===== config.mk =====
export PLATFORM = sky130hd
export DESIGN_NAME = multi_cycle_ctrl
export DESIGN_NICKNAME = d
export VERILOG_FILES = /design/src/rtl/multi_cycle_ctrl.sv
export SDC_FILE = /design/constraint.sdc
export NUM_CORES = 1
export LEC_CHECK = 0
export ABC_AREA = 1
export BUFFER_PORTS_ARGS = -buffer_cell sky130_fd_sc_hd__buf_2
export CAP_MARGIN = 20
export CORE_MARGIN = 8
export CORE_UTILIZATION = 47
export CTS_CLUSTER_DIAMETER = 60
export DETAILED_ROUTE_END_ITERATION = 8
export PLACE_DENSITY = 0.87
export SKIP_CTS_REPAIR_TIMING = 1
export SLEW_MARGIN = 30
export SYNTH_ARGS = -nofsm -noshare
export SYNTH_HDL_FRONTEND = slang
export SYNTH_SLANG_ARGS = --single-unit
export TNS_END_PERCENT = 10

===== constraint.sdc =====
create_clock -name clk -period 4.9 [get_ports clk]
set_input_delay 1.47 -clock clk [delete_from_list [all_inputs] [get_ports clk]]
set_output_delay 1.47 -clock clk [all_outputs]
set_load 0.02 [all_outputs]

===== src/rtl/multi_cycle_ctrl.sv =====
// multi_cycle_ctrl: FETCH/DECODE/EXE/MEM/WB controller for a multi-cycle MIPS core; MC_PERF_CNT_EN adds cycle_cnt/instr_cnt
module multi_cycle_ctrl #(
  parameter int TIMEOUT_CYC = 16
) (
  input  logic       clk,
  input  logic       reset,
  input  logic [5:0] opcode,
  input  logic [5:0] funct,
  input  logic       ALUflag_zero,
  input  logic       mem_ready,
  output logic       mem_req,
  output logic       IorD,
  output logic       IRWrite,
  output logic       PCWrite,
  output logic [1:0] PCSel,
  output logic       RegWrite,
  output logic       MemWrite,
  output logic [1:0] A3Sel,
  output logic [1:0] WDSel,
  output logic [2:0] ALUOp,
  output logic       ALUBSel,
  output logic       EXTOp,
  output logic [1:0] DMOp,
  output logic [2:0] state,
  output logic       illegal,
  output logic       bus_err
`ifdef MC_PERF_CNT_EN
  ,
  output logic [31:0] cycle_cnt,
  output logic [31:0] instr_cnt
`endif
);
  localparam logic [1:0] A3SEL_RT = 2'd0, A3SEL_RD = 2'd1, A3SEL_RA = 2'd2;
  localparam logic [1:0] WDSEL_ALU = 2'd0, WDSEL_DMRD = 2'd1, WDSEL_PCA4 = 2'd2;
  localparam logic [1:0] PCSEL_PCA4 = 2'd0, PCSEL_BR = 2'd1, PCSEL_J = 2'd2, PCSEL_JR = 2'd3;
  localparam logic [2:0] ALU_ADD = 3'd0, ALU_SUB = 3'd1, ALU_OR = 3'd2, ALU_LUI = 3'd3;
  localparam logic [1:0] DM_WORD = 2'd1;
  localparam int CW = $clog2(TIMEOUT_CYC + 1);
  typedef enum logic [2:0] {FETCH = 3'd0, DECODE = 3'd1, EXE = 3'd2, MEM = 3'd3, WB = 3'd4} state_e;
  state_e state_q, state_d;
  logic [CW-1:0] wait_q, wait_d;
  logic timeout;
  wire is_r   = opcode == 6'b000000;
  wire is_add = is_r && funct == 6'b100000;
  wire is_sub = is_r && funct == 6'b100010;
  wire is_jr  = is_r && funct == 6'b001000;
  wire is_ori = opcode == 6'b001101;
  wire is_lw  = opcode == 6'b100011;
  wire is_sw  = opcode == 6'b101011;
  wire is_beq = opcode == 6'b000100;
  wire is_lui = opcode == 6'b001111;
  wire is_jal = opcode == 6'b000011;
  wire is_j   = opcode == 6'b000010;
  wire is_jmp = is_j || is_jal || is_jr;
  wire legal  = is_add || is_sub || is_jr || is_ori || is_lw || is_sw || is_beq || is_lui || is_jal || is_j;
  assign state   = state_q;
  assign DMOp    = (is_lw || is_sw) ? DM_WORD : 2'd0;
  assign timeout = (state_q == FETCH || state_q == MEM) && !mem_ready && wait_q == CW'(TIMEOUT_CYC - 1);
  // counter only runs while a memory wait is still pending; any state change or abort clears it
  assign wait_d  = (mem_req && !mem_ready && !timeout) ? wait_q + CW'(1) : '0;
  always_ff @(posedge clk or posedge reset)
    if (reset) begin
      state_q <= FETCH;
      wait_q  <= '0;
    end else begin
      state_q <= state_d;
      wait_q  <= wait_d;
    end
  always_comb begin
    state_d  = state_q;
    mem_req  = 1'b0;
    IorD     = 1'b0;
    IRWrite  = 1'b0;
    PCWrite  = 1'b0;
    PCSel    = PCSEL_PCA4;
    RegWrite = 1'b0;
    MemWrite = 1'b0;
    A3Sel    = A3SEL_RT;
    WDSel    = WDSEL_ALU;
    ALUOp    = ALU_ADD;
    ALUBSel  = 1'b0;
    EXTOp    = 1'b0;
    illegal  = 1'b0;
    bus_err  = 1'b0;
    if (state_q == EXE || state_q == MEM || state_q == WB) begin
      ALUOp   = (is_sub || is_beq) ? ALU_SUB : is_ori ? ALU_OR : is_lui ? ALU_LUI : ALU_ADD;
      ALUBSel = is_ori || is_lui || is_lw || is_sw;
      EXTOp   = is_lw || is_sw || is_beq;
    end
    case (state_q)
      FETCH: begin
        mem_req = 1'b1;
        if (mem_ready) begin
          IRWrite = 1'b1;
          PCWrite = 1'b1;
          state_d = DECODE;
        end else if (timeout) begin
          bus_err = 1'b1;
        end
      end
      DECODE: begin
        PCWrite  = is_jmp;
        PCSel    = is_jr ? PCSEL_JR : PCSEL_J;
        RegWrite = is_jal;
        A3Sel    = is_jal ? A3SEL_RA : A3SEL_RT;
        WDSel    = is_jal ? WDSEL_PCA4 : WDSEL_ALU;
        illegal  = !legal;
        state_d  = (is_jmp || !legal) ? FETCH : EXE;
      end
      EXE: begin
        PCWrite = is_beq && ALUflag_zero;
        PCSel   = is_beq ? PCSEL_BR : PCSEL_PCA4;
        state_d = is_beq ? FETCH : (is_lw || is_sw) ? MEM : WB;
      end
      MEM: begin
        mem_req  = 1'b1;
        IorD     = 1'b1;
        MemWrite = is_sw && !timeout;
        if (mem_ready) begin
          state_d = is_sw ? FETCH : WB;
        end else if (timeout) begin
          bus_err = 1'b1;
          state_d = FETCH;
        end
      end
      WB: begin
        RegWrite = 1'b1;
        A3Sel    = is_r ? A3SEL_RD : A3SEL_RT;
        WDSel    = is_lw ? WDSEL_DMRD : WDSEL_ALU;
        state_d  = FETCH;
      end
      default: state_d = FETCH;
    endcase
    // async reset lands in FETCH immediately; suppress every side effect until it is released
    if (reset) begin
      IRWrite  = 1'b0;
      PCWrite  = 1'b0;
      RegWrite = 1'b0;
      MemWrite = 1'b0;
      illegal  = 1'b0;
      bus_err  = 1'b0;
    end
  end
`ifdef MC_PERF_CNT_EN
  logic [31:0] cycle_q, instr_q;
  assign cycle_cnt = cycle_q;
  assign instr_cnt = instr_q;
  always_ff @(posedge clk or posedge reset)
    if (reset) begin
      cycle_q <= '0;
      instr_q <= '0;
    end else begin
      cycle_q <= cycle_q + 32'd1;
      if (state_d == FETCH && state_q != FETCH && !bus_err) instr_q <= instr_q + 32'd1;
    end
`endif
endmodule


==> results of run 1 <==
## sequential cells by signal (all words and copies together), names as in the netlist
signal and cells:
state 3, wait_q 5
## layout make-up
class                      instances  area [um2]
timing repair buffer              37         185
sequential                         8         200
inverter                          24        90.1
clock buffer                       3        22.5
multi-input combinational         88         464
tap                               16        20.0
fill                             138         542
## routing by layer
layer | vias up | wire length [um] | global-route usage (%)
li1 | 454 | - | -
met1 | 388 | 871 | 14.4
met2 | 39 | 982 | 21.9
met3 | 0 | 255 | 6.52
met4 | 0 | 0 | 1.03
met5 | - | 0 | 0
## report_power, final
group	internal [mW]	switching, mW
registers	0.0836	0.0212
clock network	0.0280	0.0226
logic	0.0693	0.156
total	0.181	0.200
## cells in the mapped netlist
cell | instances | area (um2)
o21ai_0 | 2 | 10.0
nor2_4 | 2 | 22.5
xor2_1 | 1 | 8.76
o21ai_2 | 1 | 8.76
nor3_1 | 3 | 15.0
and3_1 | 1 | 6.26
buf_4 | 3 | 22.5
nand3_1 | 12 | 60.1
nor3_2 | 1 | 10.0
inv_2 | 1 | 3.75
ha_1 | 2 | 25.0
or2_1 | 1 | 6.26
nand2_4 | 1 | 11.3
conb_1 | 1 | 3.75
inv_1 | 23 | 86.3
nand2_1 | 18 | 67.6
a21oi_2 | 1 | 8.76
nor2_1 | 22 | 82.6
a21oi_1 | 6 | 30.0
nor2_2 | 4 | 25.0
dfrtp_1 | 8 | 200
o22ai_1 | 1 | 6.26
nand4_1 | 1 | 6.26
nand3_2 | 3 | 30.0
nand2_2 | 1 | 6.26
o21ai_1 | 2 | 10.0
## stage by stage
stage | hold WS (ns) | setup slack, ns | area [um2]
global route | 0.475 | 0.824 | 982
detailed placement | 0.464 | 0.980 | 960
floorplan | 0.429 | 0.987 | 777
global placement | 0.443 | 1.02 | 960
CTS | 0.471 | 0.981 | 982
finish | 0.469 | 0.971 | 982
## how the worst max path moves through the flow
stage,endpoint,slack (ns),cells after the start
after floorplan,RegWrite,0.99,5
after global placement,PCWrite,1.02,9
after detailed placement,illegal,0.98,9
after CTS,illegal,0.98,9
after global routing,illegal,0.82,9
final,PCWrite,0.97,9
## logic make-up (layout without fill, tap and decap cells)
logic type | count (synthesis) | in the layout | synth area share, %
xor gates and xnor gates | 1 | 1 | 1.13
and+or+nand+nor | 70 | 70 | 45.1
adders and majority gates | 2 | 2 | 3.24
DFF | 8 | 8 | 25.9
other | 1 | 2 | 0.485
buffers and inverters | 27 | 64 | 14.6
AOI/OAI and AO/OA | 13 | 13 | 9.55
==> qor.yml, run 1 <==
global_routing:
  grt_usage_pct: 12.8
  overflow: 0
  grt_pass1_wl_um: 3530
  antenna_found_initial: 0
  grt_pass1_vias: 850
  grt_max_degree: 9
floorplan:
  core-area_um2: 1520
  die_h_um: 56.6
  ios: 40
  die_w_um: 56.6
  rows: 14
  dieArea_um2: 3200
  start_util_pct: 50.7
route:
  drt-initial-drc-count: 27
  viasPerCell: 5.01
  drtPass1Iterations: 4
  ant_nets: 0
  drc: 0
  vias: 881
  wire_per_inst_um: 12.0
  totalWireLength_um: 2110
critical_path:
  cp_data_arrival_time_ns: 2.46
  worstPathMaxFanout: 6
  worstPathCellList: "buf_2, nor2_4, nand2_1, nor2_1, nand3_1, nand2_1, a21oi_1, nor2_1, buf_2"
  critPathLaunch: "opcode[5]"
  cp-end-kind: "primary output"
  setup.worst_path.start_class: "primary input"
  rr_worst_depth: 6
  reg2reg_from: "wait_q[0]$_DFF_PP0_"
  rrSetupSlack_ns: 3.45
  rr_endpoint: "wait_q[2]$_DFF_PP0_"
  slowest_stage: "nor2_4"
  cp.buffers_inverters: 2
  path_class: "primary input to primary output"
  crit_family: "simple AND/OR/NAND/NOR gates"
  worstPathRequired_ns: 3.43
  slowest_delay_ns: 0.18
sta:
  rsz0062_at_grt: "no"
  fmax_ghz: 0.255
  hold_viol_final: 0
  fin_setup_tns_ns: 0
  setup_viol: 0
  skew_ns: 0.00541
  fin_crit_ns: 3.93
  slew_violations: 0
  fin_crit_sh_pct: 80.2
power_and_ir_drop:
  p_leak_nw: 0.606
  peakVddDrop_mv: 0.313
  p_per_area_nw_per_um2: 387
  p_total_mw: 0.380
clock_tree:
  cts_sinks: 8
  cts_root_buf: "clkbuf_4"
  clk_path_buf_depth: 2
  clk_latency_ns: 0.25
  cts_max_level: 1
  cts_tree: "yes"
  clkSlewWorstSetupHoldPaths_ns: 0.05
  cts_made_buffers: 3
run:
  maxCapViolations: 0
synthesis:
  avgSynthCellArea_um2: 6.34
  ys_types: 26
  seq_area_frac_synth_pct: 25.9
  ys_seq_elements: 8
  synth_area_um2: 773
  yosysWarnings: 0
  synthCells: 122
placed_design:
  place.gp.congestion: 0.862
  dp_hpwl_um: 1810
  numPortBuffers: 37
  dp.cells: 173
final_layout:
  fin_cells: 176
  syn2layout_area_growth_pct: 27.0
  diodes: 0
  nets: 180
  layout_commonest_cell: "buf_2"
  final_util_pct: 64.4
  final_cell_mix: "buf_2 (37), inv_1 (23), nor2_1 (22)"
  drive_gt1_share_pct: 34.4
worst_hold_path:
  whs_endpoint: "wait_q[0]$_DFF_PP0_"
  min_from: "wait_q[0]$_DFF_PP0_"
  min_path_cells: 1
  hold_path.class: "flop to flop"
run_status:
  outcome: "completed"
Power figures use the tool's default switching activity.
==> run 2, diff against run 1 <==
CORE_UTILIZATION = 44   (was 47)
PLACE_DENSITY = 0.82   (was 0.87)
clock period = 3.7 ns   (was 4.9 ns; I/O delays follow)
==> run 2 against run 1 <==
Non-clock buffer count did not move. Register-to-register slack got worse by 1.2 ns. Critical endpoint is now illegal. Core utilization fell by 6.2 points. Largest power group unchanged. First-iteration DRC count fell by 30%. Hold slack got worse by 0.014 ns. Cell area rose by 0.13%. Via count fell by 3.2%. Global-route usage fell by 0.66 points. Sequential power rose by 30%. Largest cell class unchanged.
==> qor.yml, run 2 (same netlist as run 1, synthesis figures left out) <==
sta:
  rsz0062_at_grt: "no"  # unchanged
  fin_crit_sh_pct: 86.1
  setup_viol: 0  # unchanged
  hold_viol_final: 0  # unchanged
  fin_setup_tns_ns: 0  # unchanged
  slew_violations: 0  # unchanged
  fin_crit_ns: 3.18
  hold_slack_ns: 0.456  # was 0.469 ns
  fmax_ghz: 0.314
  timing.final.ws_setup_ns: 0.515  # was 0.971 ns
  skew_ns: 0.00697  # was 0.00541 ns
floorplan:
  die_w_um: 57.9  # was 56.6 um
  start_util_pct: 45.8  # was 50.7%
  rows: 15  # was 14
  core-area_um2: 1690  # was 1520 um2
  dieArea_um2: 3350  # was 3200 um2
  die_h_um: 57.9  # was 56.6 um
  ios: 40  # unchanged
power_and_ir_drop:
  p_leak_nw: 0.606  # unchanged
  p_total_mw: 0.498  # was 0.380 mW
  peakVddDrop_mv: 0.275  # was 0.313 mV
  p_per_area_nw_per_um2: 506  # was 387 nW/um2
clock_tree:
  cts_max_level: 1  # unchanged
  cts_tree: "yes"  # unchanged
  clk_path_buf_depth: 2  # unchanged
  cts_made_buffers: 3  # unchanged
  cts_root_buf: "clkbuf_4"  # unchanged
  cts_sinks: 8  # unchanged
  clkSlewWorstSetupHoldPaths_ns: 0.05  # about the same
  clk_latency_ns: 0.26  # was 0.25 ns
worst_hold_path:
  hold_path.class: "flop to flop"  # unchanged
  min_path_cells: 1  # unchanged
  min_from: "wait_q[0]$_DFF_PP0_"  # unchanged
  whs_endpoint: "wait_q[0]$_DFF_PP0_"  # unchanged
run_status:
  outcome: "completed"  # unchanged
route:
  ant_nets: 0  # unchanged
  vias: 853  # was 881
  drc: 0  # unchanged
  drt-initial-drc-count: 19  # was 27
  totalWireLength_um: 1990  # was 2110 um
  viasPerCell: 4.82  # was 5.01
  wire_per_inst_um: 11.2  # was 12.0 um
  drtPass1Iterations: 4  # unchanged
final_layout:
  final_cell_mix: "buf_2 (37), inv_1 (23), nor2_1 (22)"  # unchanged
  diodes: 0  # unchanged
  drive_gt1_share_pct: 34.4  # unchanged
  nets: 180  # unchanged
  layout_commonest_cell: "buf_2"  # unchanged
  fin_area_um2: 983  # was 982 um2
  final_util_pct: 58.2  # was 64.4%
  fin_cells: 177  # was 176
  largest_reg_flops: 5  # unchanged
  fillers: 170  # was 138
  regMostFlops: "wait_q"  # unchanged
  syn2layout_area_growth_pct: 27.2  # was 27.0%
global_routing:
  grt_pass1_vias: 797  # was 850
  grt_pass1_wl_um: 3310  # was 3530 um
  grt_max_degree: 9  # unchanged
  overflow: 0  # unchanged
  antenna_found_initial: 0  # unchanged
  grt_usage_pct: 12.2  # was 12.8%
critical_path:
  reg2reg_from: "wait_q[0]$_DFF_PP0_"  # unchanged
  crit_family: "simple AND/OR/NAND/NOR gates"  # unchanged
  cp_data_arrival_time_ns: 2.07  # was 2.46 ns
  worstPathMaxFanout: 6  # unchanged
  path_class: "primary input to primary output"  # unchanged
  rr_worst_depth: 6  # unchanged
  rr_endpoint: "state[1]$_DFFE_PP0P_"  # was wait_q[2]$_DFF_PP0_
  cp-end-kind: "primary output"  # unchanged
  rrSetupSlack_ns: 2.23  # was 3.45 ns
  setup.worst_path.start_class: "primary input"  # unchanged
  slowest_stage: "buf_2"  # was nor2_4
  worstPathRequired_ns: 2.59  # was 3.43 ns
  worstPathCellList: "buf_2, nand2_1, inv_1, nand3_2, nand2_1, nor2_1, nand3_1, nor3_1, buf_2"  # was buf_2, nor2_4, nand2_1, nor2_1, nand3_1, nand2_1, a21oi_1, nor2_1, buf_2
  cp.buffers_inverters: 3  # was 2
  slowest_delay_ns: 0.19  # was 0.18 ns
placed_design:
  dp.cells: 174  # was 173
  place_ws_ns: 0.508  # was 0.980 ns
  dp_hpwl_um: 1740  # was 1810 um
  placed_area_um2: 961  # was 960 um2
  numPortBuffers: 37  # unchanged
  place.gp.congestion: 0.823  # was 0.862
run:
  maxCapViolations: 0  # unchanged
run 2: cell counts in the layout (fill, tap and decap cells not counted):
Identical to the previous run, type by type.
run 2: cell type report:
class,instances,area (um2),area share [%]
multi-input combinational,88,464,47.2
tap,17,21.3,2.16
timing repair buffer,37,185,18.8
clock buffer,3,22.5,2.29
sequential,8,200,20.4
inverter,24,90.1,9.16
run 2: how the worst max path moves through the flow:
stage | startpoint | end | depth (start not counted)
final | opcode[1] | illegal | 9
after global routing | opcode[1] | PCWrite | 9
after CTS | opcode[1] | illegal | 9
after detailed placement | opcode[1] | illegal | 9
after global placement | opcode[1] | illegal | 9
after floorplan | opcode[5] | RegWrite | 5
run 2: where the power goes:
| group | switching (mW) | internal, mW |
|---|---|---|
| sequential | 0.0264 | 0.111 |
| combinational | 0.202 | 0.0920 |
| clock | 0.0291 | 0.0371 |
| total | 0.258 | 0.240 |
run 2: metal layers:
| layer | part of all wire, % | vias up | track usage (%) |
|---|---|---|---|
| met3 | 10 | 3 | 4.64 |
| met1 | 38 | 374 | 10.8 |
| met5 | 0 | - | 0 |
| met4 | 1.4 | 0 | 6.29 |
| met2 | 50 | 25 | 23.1 |
| li1 | - | 451 | - |
